File: src/rtl/cycle_ctrl.sv
// cycle_ctrl: CPU bus-cycle controller. It decodes chip-select hits, runs the
// per-channel wait states, returns DSACK with the channel's port size, and
// raises a bus error on any unterminated cycle.
// Optional feature macro: CYCLE_CTRL_STERM_EN. When it is defined, port code 11
// gives a one-clock synchronous STERM pulse. When it is undefined, code 11 is
// treated as a 32-bit DSACK and nSterm is tied high.
module cycle_ctrl #(
  parameter int                         NUM_CS      = 4,
  parameter int                         WAIT_W      = 4,
  parameter logic [NUM_CS*WAIT_W-1:0]   CS_WAIT     = '0,
  parameter logic [NUM_CS*2-1:0]        CS_PORT     = '0,
  parameter int                         BERR_CYCLES = 64
) (
  input  logic              sysClk,
  input  logic              sysReset,
  input  logic              nAS,
  input  logic              nDS,
  input  logic              RnW,
  input  logic              addr31,
  input  logic [1:0]        cpuFC,
  input  logic [2:0]        addrSel,
  input  logic              nExtTerm,
  output logic [NUM_CS-1:0] nCS,
  output logic [1:0]        nDsack,
  output logic              nSterm,
  output logic              nBerr,
  output logic              nMemRd,
  output logic              nMemWr
);

  // The timeout counter must be able to hold BERR_CYCLES itself.
  localparam int               TO_W    = $clog2(BERR_CYCLES + 1);
  localparam logic [TO_W-1:0]  TO_LAST = TO_W'(BERR_CYCLES - 1);

  typedef enum logic [2:0] {
    IDLE,
    WAIT,
    ACK,
    BERR,
    DONE
  } stateType;

  stateType              stateReg, stateNext;
  logic [2:0]            chSelReg, chSelNext;
  logic [WAIT_W-1:0]     waitCntReg, waitCntNext;
  logic [TO_W-1:0]       toCntReg, toCntNext;
  logic                  armedReg, armedNext;
  logic [NUM_CS-1:0]     nCsReg, nCsNext;
  logic [1:0]            nDsackReg, nDsackNext;
  logic                  nBerrReg, nBerrNext;

  // Per-channel tables. They are always eight deep so that addrSel indexes them
  // directly. Slots at or above NUM_CS are marked invalid and never selected.
  logic                  chValid [0:7];
  logic [WAIT_W-1:0]     chWait  [0:7];
  logic [1:0]            chDsack [0:7];
`ifdef CYCLE_CTRL_STERM_EN
  logic                  chSync  [0:7];
`endif

  genvar gi;
  generate
    for (gi = 0; gi < 8; gi++) begin : gChan
      if (gi < NUM_CS) begin : gUsed
        localparam logic [1:0] PORT = CS_PORT[gi*2 +: 2];
        assign chValid[gi] = 1'b1;
        assign chWait[gi]  = CS_WAIT[gi*WAIT_W +: WAIT_W];
`ifdef CYCLE_CTRL_STERM_EN
        // Sync ports terminate with STERM. DSACK stays negated (11).
        assign chDsack[gi] = PORT;
        assign chSync[gi]  = (PORT == 2'b11);
`else
        // Without STERM support, a sync port falls back to 32-bit DSACK.
        assign chDsack[gi] = (PORT == 2'b11) ? 2'b00 : PORT;
`endif
      end else begin : gUnused
        assign chValid[gi] = 1'b0;
        assign chWait[gi]  = '0;
        assign chDsack[gi] = 2'b11;
`ifdef CYCLE_CTRL_STERM_EN
        assign chSync[gi]  = 1'b0;
`endif
      end
    end
  endgenerate

  logic hit;
  logic toCount;
  logic toExpire;

  assign hit = !nAS && addr31 && (cpuFC != 2'b11) && chValid[addrSel];

  // The timeout runs only while the cycle is still unterminated. ACK counts as
  // an internal termination. BERR has already terminated the cycle, and DONE
  // sees nAS high.
  assign toCount  = !nAS && nExtTerm && ((stateReg == IDLE) || (stateReg == WAIT));
  assign toExpire = toCount && (toCntReg >= TO_LAST);

  // Timeout counter. It clears whenever nAS is high and holds while a
  // termination is present.
  always_comb begin
    toCntNext = toCntReg;
    if (nAS) begin
      toCntNext = '0;
    end else if (toCount && (toCntReg < TO_W'(BERR_CYCLES))) begin
      toCntNext = toCntReg + TO_W'(1);
    end
  end

  // After reset, a cycle is only accepted once nAS has been seen high. This
  // prevents an interrupted cycle from restarting.
  assign armedNext = armedReg | nAS;

  // Next-state logic. In WAIT, an abort (nAS high) wins over everything else,
  // and reaching ACK wins over a timeout that expires on the same edge.
  always_comb begin
    stateNext   = stateReg;
    chSelNext   = chSelReg;
    waitCntNext = waitCntReg;
    case (stateReg)
      IDLE: begin
        if (toExpire) begin
          stateNext = BERR;
        end else if (hit && armedReg) begin
          stateNext   = WAIT;
          chSelNext   = addrSel;
          waitCntNext = chWait[addrSel];
        end
      end
      WAIT: begin
        if (nAS) begin
          stateNext = DONE;
        end else if (waitCntReg == '0) begin
          stateNext = ACK;
        end else if (toExpire) begin
          stateNext = BERR;
        end else begin
          waitCntNext = waitCntReg - WAIT_W'(1);
        end
      end
      ACK: begin
        if (nAS) stateNext = DONE;
      end
      BERR: begin
        if (nAS) stateNext = DONE;
      end
      DONE: begin
        stateNext = IDLE;
      end
      default: begin
        stateNext = IDLE;
      end
    endcase
  end

  // Registered outputs are computed from the next state. This keeps the bus
  // strobes glitch-free and aligns them with the state change.
  generate
    for (gi = 0; gi < NUM_CS; gi++) begin : gCs
      assign nCsNext[gi] = !(((stateNext == WAIT) || (stateNext == ACK)) &&
                             (chSelNext == 3'(gi)));
    end
  endgenerate

  assign nDsackNext = (stateNext == ACK) ? chDsack[chSelNext] : 2'b11;
  assign nBerrNext  = (stateNext != BERR);

  // Control state registers. Reset abandons any cycle in progress.
  always_ff @(posedge sysClk or posedge sysReset) begin
    if (sysReset) begin
      stateReg   <= IDLE;
      chSelReg   <= '0;
      waitCntReg <= '0;
      toCntReg   <= '0;
      armedReg   <= 1'b0;
    end else begin
      stateReg   <= stateNext;
      chSelReg   <= chSelNext;
      waitCntReg <= waitCntNext;
      toCntReg   <= toCntNext;
      armedReg   <= armedNext;
    end
  end

  // Bus output registers. All of them are negated during reset.
  always_ff @(posedge sysClk or posedge sysReset) begin
    if (sysReset) begin
      nCsReg    <= '1;
      nDsackReg <= 2'b11;
      nBerrReg  <= 1'b1;
    end else begin
      nCsReg    <= nCsNext;
      nDsackReg <= nDsackNext;
      nBerrReg  <= nBerrNext;
    end
  end

`ifdef CYCLE_CTRL_STERM_EN
  logic nStermReg, nStermNext;

  // STERM is a single-clock pulse on the edge that enters ACK on a sync port.
  assign nStermNext = !((stateReg == WAIT) && (stateNext == ACK) && chSync[chSelReg]);

  // STERM pulse register.
  always_ff @(posedge sysClk or posedge sysReset) begin
    if (sysReset) begin
      nStermReg <= 1'b1;
    end else begin
      nStermReg <= nStermNext;
    end
  end

  assign nSterm = nStermReg;
`else
  assign nSterm = 1'b1;
`endif

  logic anyCs;
  assign anyCs  = ~&nCsReg;

  assign nCS    = nCsReg;
  assign nDsack = nDsackReg;
  assign nBerr  = nBerrReg;
  assign nMemRd = !(anyCs && RnW);
  assign nMemWr = !(anyCs && !RnW && !nDS);

endmodule

File: config.mk
export PLATFORM = sky130hd
export DESIGN_NAME = cycle_ctrl
export DESIGN_NICKNAME = d
export VERILOG_FILES = /design/src/rtl/cycle_ctrl.sv
export SDC_FILE = /design/constraint.sdc
export NUM_CORES = 1
export LEC_CHECK = 0
export ABC_AREA = 1
export BUFFER_PORTS_ARGS = -buffer_cell sky130_fd_sc_hd__buf_2
export CAP_MARGIN = 20
export CORE_ASPECT_RATIO = 1.1
export CORE_UTILIZATION = 33
export DETAILED_ROUTE_END_ITERATION = 10
export HOLD_SLACK_MARGIN = 0.02
export PLACE_DENSITY_LB_ADDON = 0.05
export SLEW_MARGIN = 20
export SYNTH_ARGS = -nofsm -noshare
export SYNTH_HDL_FRONTEND = slang
export SYNTH_SLANG_ARGS = --single-unit
File: constraint.sdc
create_clock -name sysClk -period 2.05 [get_ports sysClk]
set_input_delay 0.205 -clock sysClk [delete_from_list [all_inputs] [get_ports sysClk]]
set_output_delay 0.205 -clock sysClk [all_outputs]
set_load 0.005 [all_outputs]
==> results of run 1 <==
## cells in the mapped netlist, types with 2 or more instances
cell type and count:
o21ai_0 4, nor2_1 18, buf_4 2, nor2_2 2, nand2_1 25, nor3_1 2
dfrtp_1 18, nand3_1 11, a21oi_1 3, ha_1 3, o21ai_1 5, a31oi_1 2
inv_2 4, dfstp_2 6, nand2_4 5, inv_1 14, nand4_1 5, nand2_2 13
## how the worst max path moves through the flow
| stage | end | depth (start not counted) |
|---|---|---|
| final | nCS[0] | 11 |
| after global routing | nCS[2] | 10 |
| after CTS | nCS[0] | 11 |
| after detailed placement | nCS[0] | 11 |
| after global placement | nCS[3] | 11 |
| after floorplan | nCS[1] | 11 |
## sequential cells by signal, indices dropped and copies added, names as in the netlist
| register | flops |
|---|---|
| armedReg | 1 |
| chSelReg | 3 |
| nBerr | 1 |
| nCS | 4 |
| nDsack | 1 |
| stateReg | 3 |
| toCntReg | 7 |
| waitCntReg | 4 |
## per-stage QoR
stage / cells / worst slack (ns)
floorplan: 153 / 0.612
global placement: 221 / 0.521
detailed placement: 221 / 0.487
CTS: 226 / 0.475
global route: 226 / 0.316
finish: 226 / 0.502
## cells in the final DEF, fill, tap and decap left out
cell type | Yosys | routed
nand2_1 | 25 | 25
buf_2 | 0 | 20
nor2_1 | 18 | 18
dfrtp_1 | 18 | 18
inv_1 | 14 | 14
nand2_2 | 13 | 13
nand3_1 | 11 | 11
dfstp_2 | 6 | 6
nand2_4 | 5 | 5
o21ai_1 | 5 | 5
nand4_1 | 5 | 5
inv_2 | 4 | 4
o21ai_0 | 4 | 4
clkbuf_8 | 0 | 4
a21oi_1 | 3 | 3
ha_1 | 3 | 3
nor2_2 | 2 | 2
nor3_1 | 2 | 2
a31oi_1 | 2 | 2
nor2_8 | 1 | 1
nand3b_1 | 1 | 1
nor2_4 | 1 | 1
clkinv_1 | 1 | 1
nand3_2 | 1 | 1
nand3_4 | 1 | 1
or2_1 | 1 | 1
or2_2 | 1 | 1
nor3_2 | 1 | 1
conb_1 | 1 | 1
dlygate4sd3_1 | 0 | 1
buf_4 | 2 | 1
## routing by layer
layer  GRT usage (%)  share of wire, %  vias to the layer above
met4            5.83               1.9                        0
met5               0                 0                        -
met1            16.5                48                      458
met2            23.7                47                       21
met3            2.27               3.6                        5
li1                -                 -                      533
## worst register-to-register path: stages, from the launching register on
cell and delay [ns]:
dfrtp_1 0.41, ha_1 0.21, nand3_1 0.08, nor2_1 0.05
nor2_2 0.14, nand2_4 0.08, nand2_4 0.10, nand2_2 0.07
nand2_2 0.09, nand2_4 0.08, nand2_2 0.10, nand2_1 0.07
## timing repair
| item | in CTS | in global routing |
|---|---|---|
| endpoints found under the setup margin | 0 | 0 |
| resized for setup | 0 | 0 |
| endpoints found under the hold margin | 7 | 0 |
| hold buffers | 1 | 0 |
## power by group
group	internal, mW	switching, mW	total, mW
Clock	0.171	0.148	0.319
Combinational	0.156	0.245	0.401
Sequential	0.545	0.0453	0.590
## logic make-up after synthesis
group | synth area share (%)
buffers and inverters | 6.88
AO/OA/AOI/OAI | 5.54
adder cells (fa/ha/maj) | 2.87
other | 0.287
flip-flops | 46.5
AND/OR/NAND/NOR | 38.0
## final cells by class
| class | instances | area (um^2) |
|---|---|---|
| flip-flops and latches | 24 | 608 |
| clock buffers | 4 | 55.1 |
| multi-input cells | 107 | 611 |
| well taps | 50 | 62.6 |
| fillers | 366 | 2190 |
| inverters | 19 | 71.3 |
| repair buffers | 22 | 118 |
==> flow_metrics.tcl, run 1 <==
set metrics [dict create \
    hp-class "input port to flop" \
    h-tree-depth 1 \
    powerDensity_mw_per_mm2 859 \
    arrival_ns 1.75 \
    dr.pass1.iters 4 \
    start_util_pct 35.3 \
    fp.dieW_um 62.0 \
    hold_viol_final 0 \
    routed-via-count 1017 \
    syn_to_final_growth_pct 16.5 \
    first_iter_violations 22 \
    period_share_pct 75.5 \
    cts_tree "done" \
    grt-ovfl-total 0 \
    num_io_pins 22 \
    nNetsFinal 192 \
    synth.avg_cell_area_um2 8.55 \
    numCtsBuffers 3 \
    cp-startpoint "toCntReg[1]" \
    clockBufferDepth 2 \
    yosysSeqAreaShare_pct 46.5 \
    std_cell_rows 23 \
    cp-end-kind "flop" \
    grt_pass1_vias 1037 \
    placed_area_mm2 0.00146 \
    cp_top_family "simple AND/OR/NAND/NOR gates" \
    cp_num_buf_inv 0 \
    final_layout_size_suffix_gt1_share_pct 34.7 \
    p_total_mw 1.31 \
    cts-root-buf "clkbuf_8" \
    setup_viol 0 \
    whs_endpoint "armedReg" \
    synth_top_area_share_pct 34.4 \
    dp_hpwl_um 1890 \
    grtUsageTotal_pct 13.7 \
    netlist_area_mm2 0.00131 \
    yosys_warnings 0 \
    critPathSlowestCell "dfrtp_1" \
    routabilityCongestion 0.754 \
    max_clock_freq_ghz 0.646 \
    whs_path_depth 3 \
    die_area_mm2 0.00422 \
    numClockSinks 24 \
    die_h_um 68.1 \
    clk_latency_ns 0.26 \
    hp-start "nAS" \
    design_area_mm2 0.00153 \
    worstRegToRegCells 11 \
    clk_pin_slew_ns 0.08 \
    route.detailed.drc 0 \
    fin_skew_ns 0.00188 \
    start_kind "flop" \
    crit_required_ns 2.25 \
    core_area_mm2 0.00371 \
    syn_nets 168 \
    vdd_ir_drop_max_mv 0.259 \
    synth_edf_count 0 \
    r2r_end "nCS[0]" \
    ant_nets 0 \
    ys_top_cells_by_area "dfrtp_1 34%, dfstp_2 12%, nand2_1 7.2%" \
    synth_seq_cells 24 \
    final_core_util_pct 41.1 \
    routed_wirelength_um 2450 \
    synth_flop_cell "dfrtp_1" \
    antenna_cells 0 \
    ys_async_sr_fraction_pct 100 \
    max_cap_viol_count 0 \
    critical_path.max_fanout 8 \
    syn_inst 153 \
    status "finished clean" \
    cts_setup_buffers 0 \
    slew_viol_final 0 \
    max_stage_delay_ns 0.41 \
    ff2ff_setup_slack_ns 0.50 \
    grt_pass1_wl_um 4200 \
    post_drt_wl_per_cell_um 10.9 \
    yosysTopAreaCell "dfrtp_1" \
    setup.worst_path.class "flop to flop" \
    fin_tns_setup_ns 0 \
    grt_antenna_before_repair 0 \
    vias_per_cell 4.50 \
    rsz0062_at_grt "false" \
    ys_types 29 \
    path_cells "ha_1 > nand3_1 > nor2_1 > nor2_2 > nand2_4 > nand2_4 > nand2_2 > nand2_2 > nand2_4 > nand2_2 > nand2_1" \
    cellLeakagePower_nw 0.717 \
    r2r_start "toCntReg[1]" \
    io_buffers 20 \
    grt_start_max_net_pins 18 \
    whs_ns 0.236 \
    period_needed_ns 1.55 \
]
No activity file was read; power rests on OpenSTA's default activity.
==> inputs of run 2 (changes only) <==
==> constraint.sdc (replaced) <==
create_clock -name sysClk -period 1.5 [get_ports sysClk]
set_input_delay 0.15 -clock sysClk [delete_from_list [all_inputs] [get_ports sysClk]]
set_output_delay 0.15 -clock sysClk [all_outputs]
set_load 0.005 [all_outputs]
==> run 2 against run 1 <==
Critical path depth grew 1. Largest power group unchanged. Critical path type unchanged. First-iteration DRC count fell by 18%. Highest routed layer unchanged. The run now ends with setup timing left. Worst hold slack lost 0.12 ns. Maximum frequency is 1.1% lower. Die area is the same. Clock power up 36%. Flip-flop and latch count stayed put.
==> flow_metrics.tcl, run 2 (synthesis gave the netlist of run 1 again) <==
set metrics [dict create \
    status "complete, but fails checks" \
    violations "setup timing" \
    path_cells "ha_2 > nand3_2 > nor2_4 > nor2_4 > nand2_4 > nand2_4 > nand2_4 > nand2_4 > nand2_4 > nand2_4 > nor2_2 > nand2_1" \
    cp-end-kind "flop" \
    setup.worst_path.class "flop to flop" \
    fp.dieW_um 62.0 \
    final_layout_size_suffix_gt1_share_pct 44.1 \
    largest_reg_flops 7 \
    design_area_mm2 0.00170 \
    period_share_pct 104 \
    routed-via-count 1068 \
    clk_pin_slew_ns 0.08 \
    h-tree-depth 1 \
    die_area_mm2 0.00422 \
    die_h_um 68.1 \
    start_kind "flop" \
    max_cap_viol_count 0 \
    combPwrFrac_pct 35.4 \
    crit_required_ns 1.70 \
    hp-class "input port to flop" \
    seq_power_share_pct 42.0 \
    dp_hpwl_um 2030 \
    setup_viol 5 \
    cellLeakagePower_nw 0.798 \
    first_iter_violations 18 \
    max_stage_delay_ns 0.37 \
    period_needed_ns 1.56 \
    dr.pass1.iters 4 \
    grt_pass1_vias 1062 \
    routed_wirelength_um 2670 \
    fin_skew_ns 0.00234 \
    arrival_ns 1.76 \
    regMostFlops "toCntReg" \
    post_drt_wl_per_cell_um 11.3 \
    numClockSinks 24 \
    cp_top_family "simple AND/OR/NAND/NOR gates" \
    num_io_pins 22 \
    io_buffers 20 \
    start_util_pct 35.3 \
    antenna_cells 0 \
    clkPwrFrac_pct 22.6 \
    placed_area_mm2 0.00153 \
    slew_viol_final 0 \
    route.detailed.drc 0 \
    critPathSlowestCell "dfrtp_1" \
    grtUsageTotal_pct 14.8 \
    clk_latency_ns 0.26 \
    switchingPower_uw 655 \
    fin_tns_setup_ns -0.171 \
    fin_ws_ns -0.0644 \
    netSwitchingFraction_pct 34.0 \
    core_area_mm2 0.00371 \
    max_clock_freq_ghz 0.639 \
    std_cell_rows 23 \
    powerDensity_mw_per_mm2 1130 \
    grt_start_max_net_pins 18 \
    cp_num_buf_inv 0 \
    layout.cells.most_common "nand2_1" \
    numCtsBuffers 3 \
    routabilityCongestion 0.764 \
    grt_antenna_before_repair 0 \
    ant_nets 0 \
    syn_to_final_growth_pct 29.6 \
    vdd_ir_drop_max_mv 0.435 \
    hold_viol_final 0 \
    internal_power_mw 1.27 \
    cts_tree "done" \
    cp_common_cell "nand2_4" \
    clockBufferDepth 2 \
    critical_path.max_fanout 5 \
    grt-ovfl-total 0 \
    num-fill-cells 371 \
    vias_per_cell 4.53 \
    grt_pass1_wl_um 4560 \
    final_core_util_pct 45.7 \
    rsz0062_at_grt "true" \
    cts-root-buf "clkbuf_8" \
    nNetsFinal 202 \
    layout_common_cells "25 x nand2_1, 20 x buf_2, 18 x dfrtp_1, 13 x nor2_1, 13 x inv_1" \
    whs_ns 0.118 \
]
==> run 2: changes by cell type in the layout (fill, tap and decap cells not counted), sizes merged <==
cell,before,now
buf,21,31
==> run 2: what timing repair did <==
action / in CTS / in global routing
pin swaps: 9 / 17
endpoints found under the hold margin: 7 / 0
hold buffers: 1 / 0
gates resized for setup: 7 / 14
buffers inserted: 1 / 1
setup endpoints to repair: 9 / 14
cloned: 0 / 0
==> run 2: metal layers <==
layer | vias to the layer above | routed length, um | GRT usage (%)
li1 | 552 | - | -
met2 | 18 | 1320 | 24.5
met5 | - | 0 | 0
met4 | 0 | 25 | 6.67
met1 | 496 | 1250 | 18.7
met3 | 2 | 77 | 2.27
==> run 2: through the flow <==
stage,power (mW),instances,setup slack [ns]
after CTS,1.89,235,-0.0468
final,1.92,236,-0.0644
after global placement,1.41,229,-0.0143
after floorplan,1.24,153,0.0619
after global routing,2.08,236,-0.161
after detailed placement,1.42,229,-0.0685
==> run 2: worst reg2reg max path: stages (launching register included) <==
cell and delay, ns:
dfrtp_1 0.37, ha_2 0.20, nand3_2 0.10, nor2_4 0.14, nor2_4 0.05, nand2_4 0.08, nand2_4 0.08, nand2_4 0.13
nand2_4 0.07, nand2_4 0.07, nand2_4 0.06, nor2_2 0.10, nand2_1 0.06
==> run 2: worst paths after layout <==
path | startpoint | cells after the start | to | slack (ns)
min in group asynchronous | sysReset | 3 | toCntReg[3] | 0.39
worst max register to register | toCntReg[1] | 12 | nCS[3] | -0.06
worst min-delay path | nAS | 3 | armedReg | 0.12
worst max-delay path | toCntReg[1] | 12 | nCS[3] | -0.06
worst min register to register | armedReg | 2 | armedReg | 0.45
max in group asynchronous | sysReset | 4 | nCS[3] | 0.61
==> run 2: cell type report <==
| cell class | count | area [um^2] | share of cell area, % |
|---|---|---|---|
| Timing Repair Buffer | 32 | 205 | 12.1 |
| Sequential cell | 24 | 608 | 35.8 |
| Tap cell | 50 | 62.6 | 3.69 |
| Multi-Input combinational cell | 107 | 692 | 40.8 |
| Inverter | 19 | 73.8 | 4.35 |
| Clock buffer | 4 | 55.1 | 3.24 |
==> run 2: power groups by stage <==
stage	clock, mW	sequential [mW]	combinational [mW]
2_1_floorplan	0	0.807	0.436
3_3_place_gp	0	0.811	0.597
3_5_place_dp	0	0.812	0.609
4_1_cts	0.462	0.801	0.626
5_1_grt	0.479	0.820	0.782
6_report	0.435	0.807	0.682
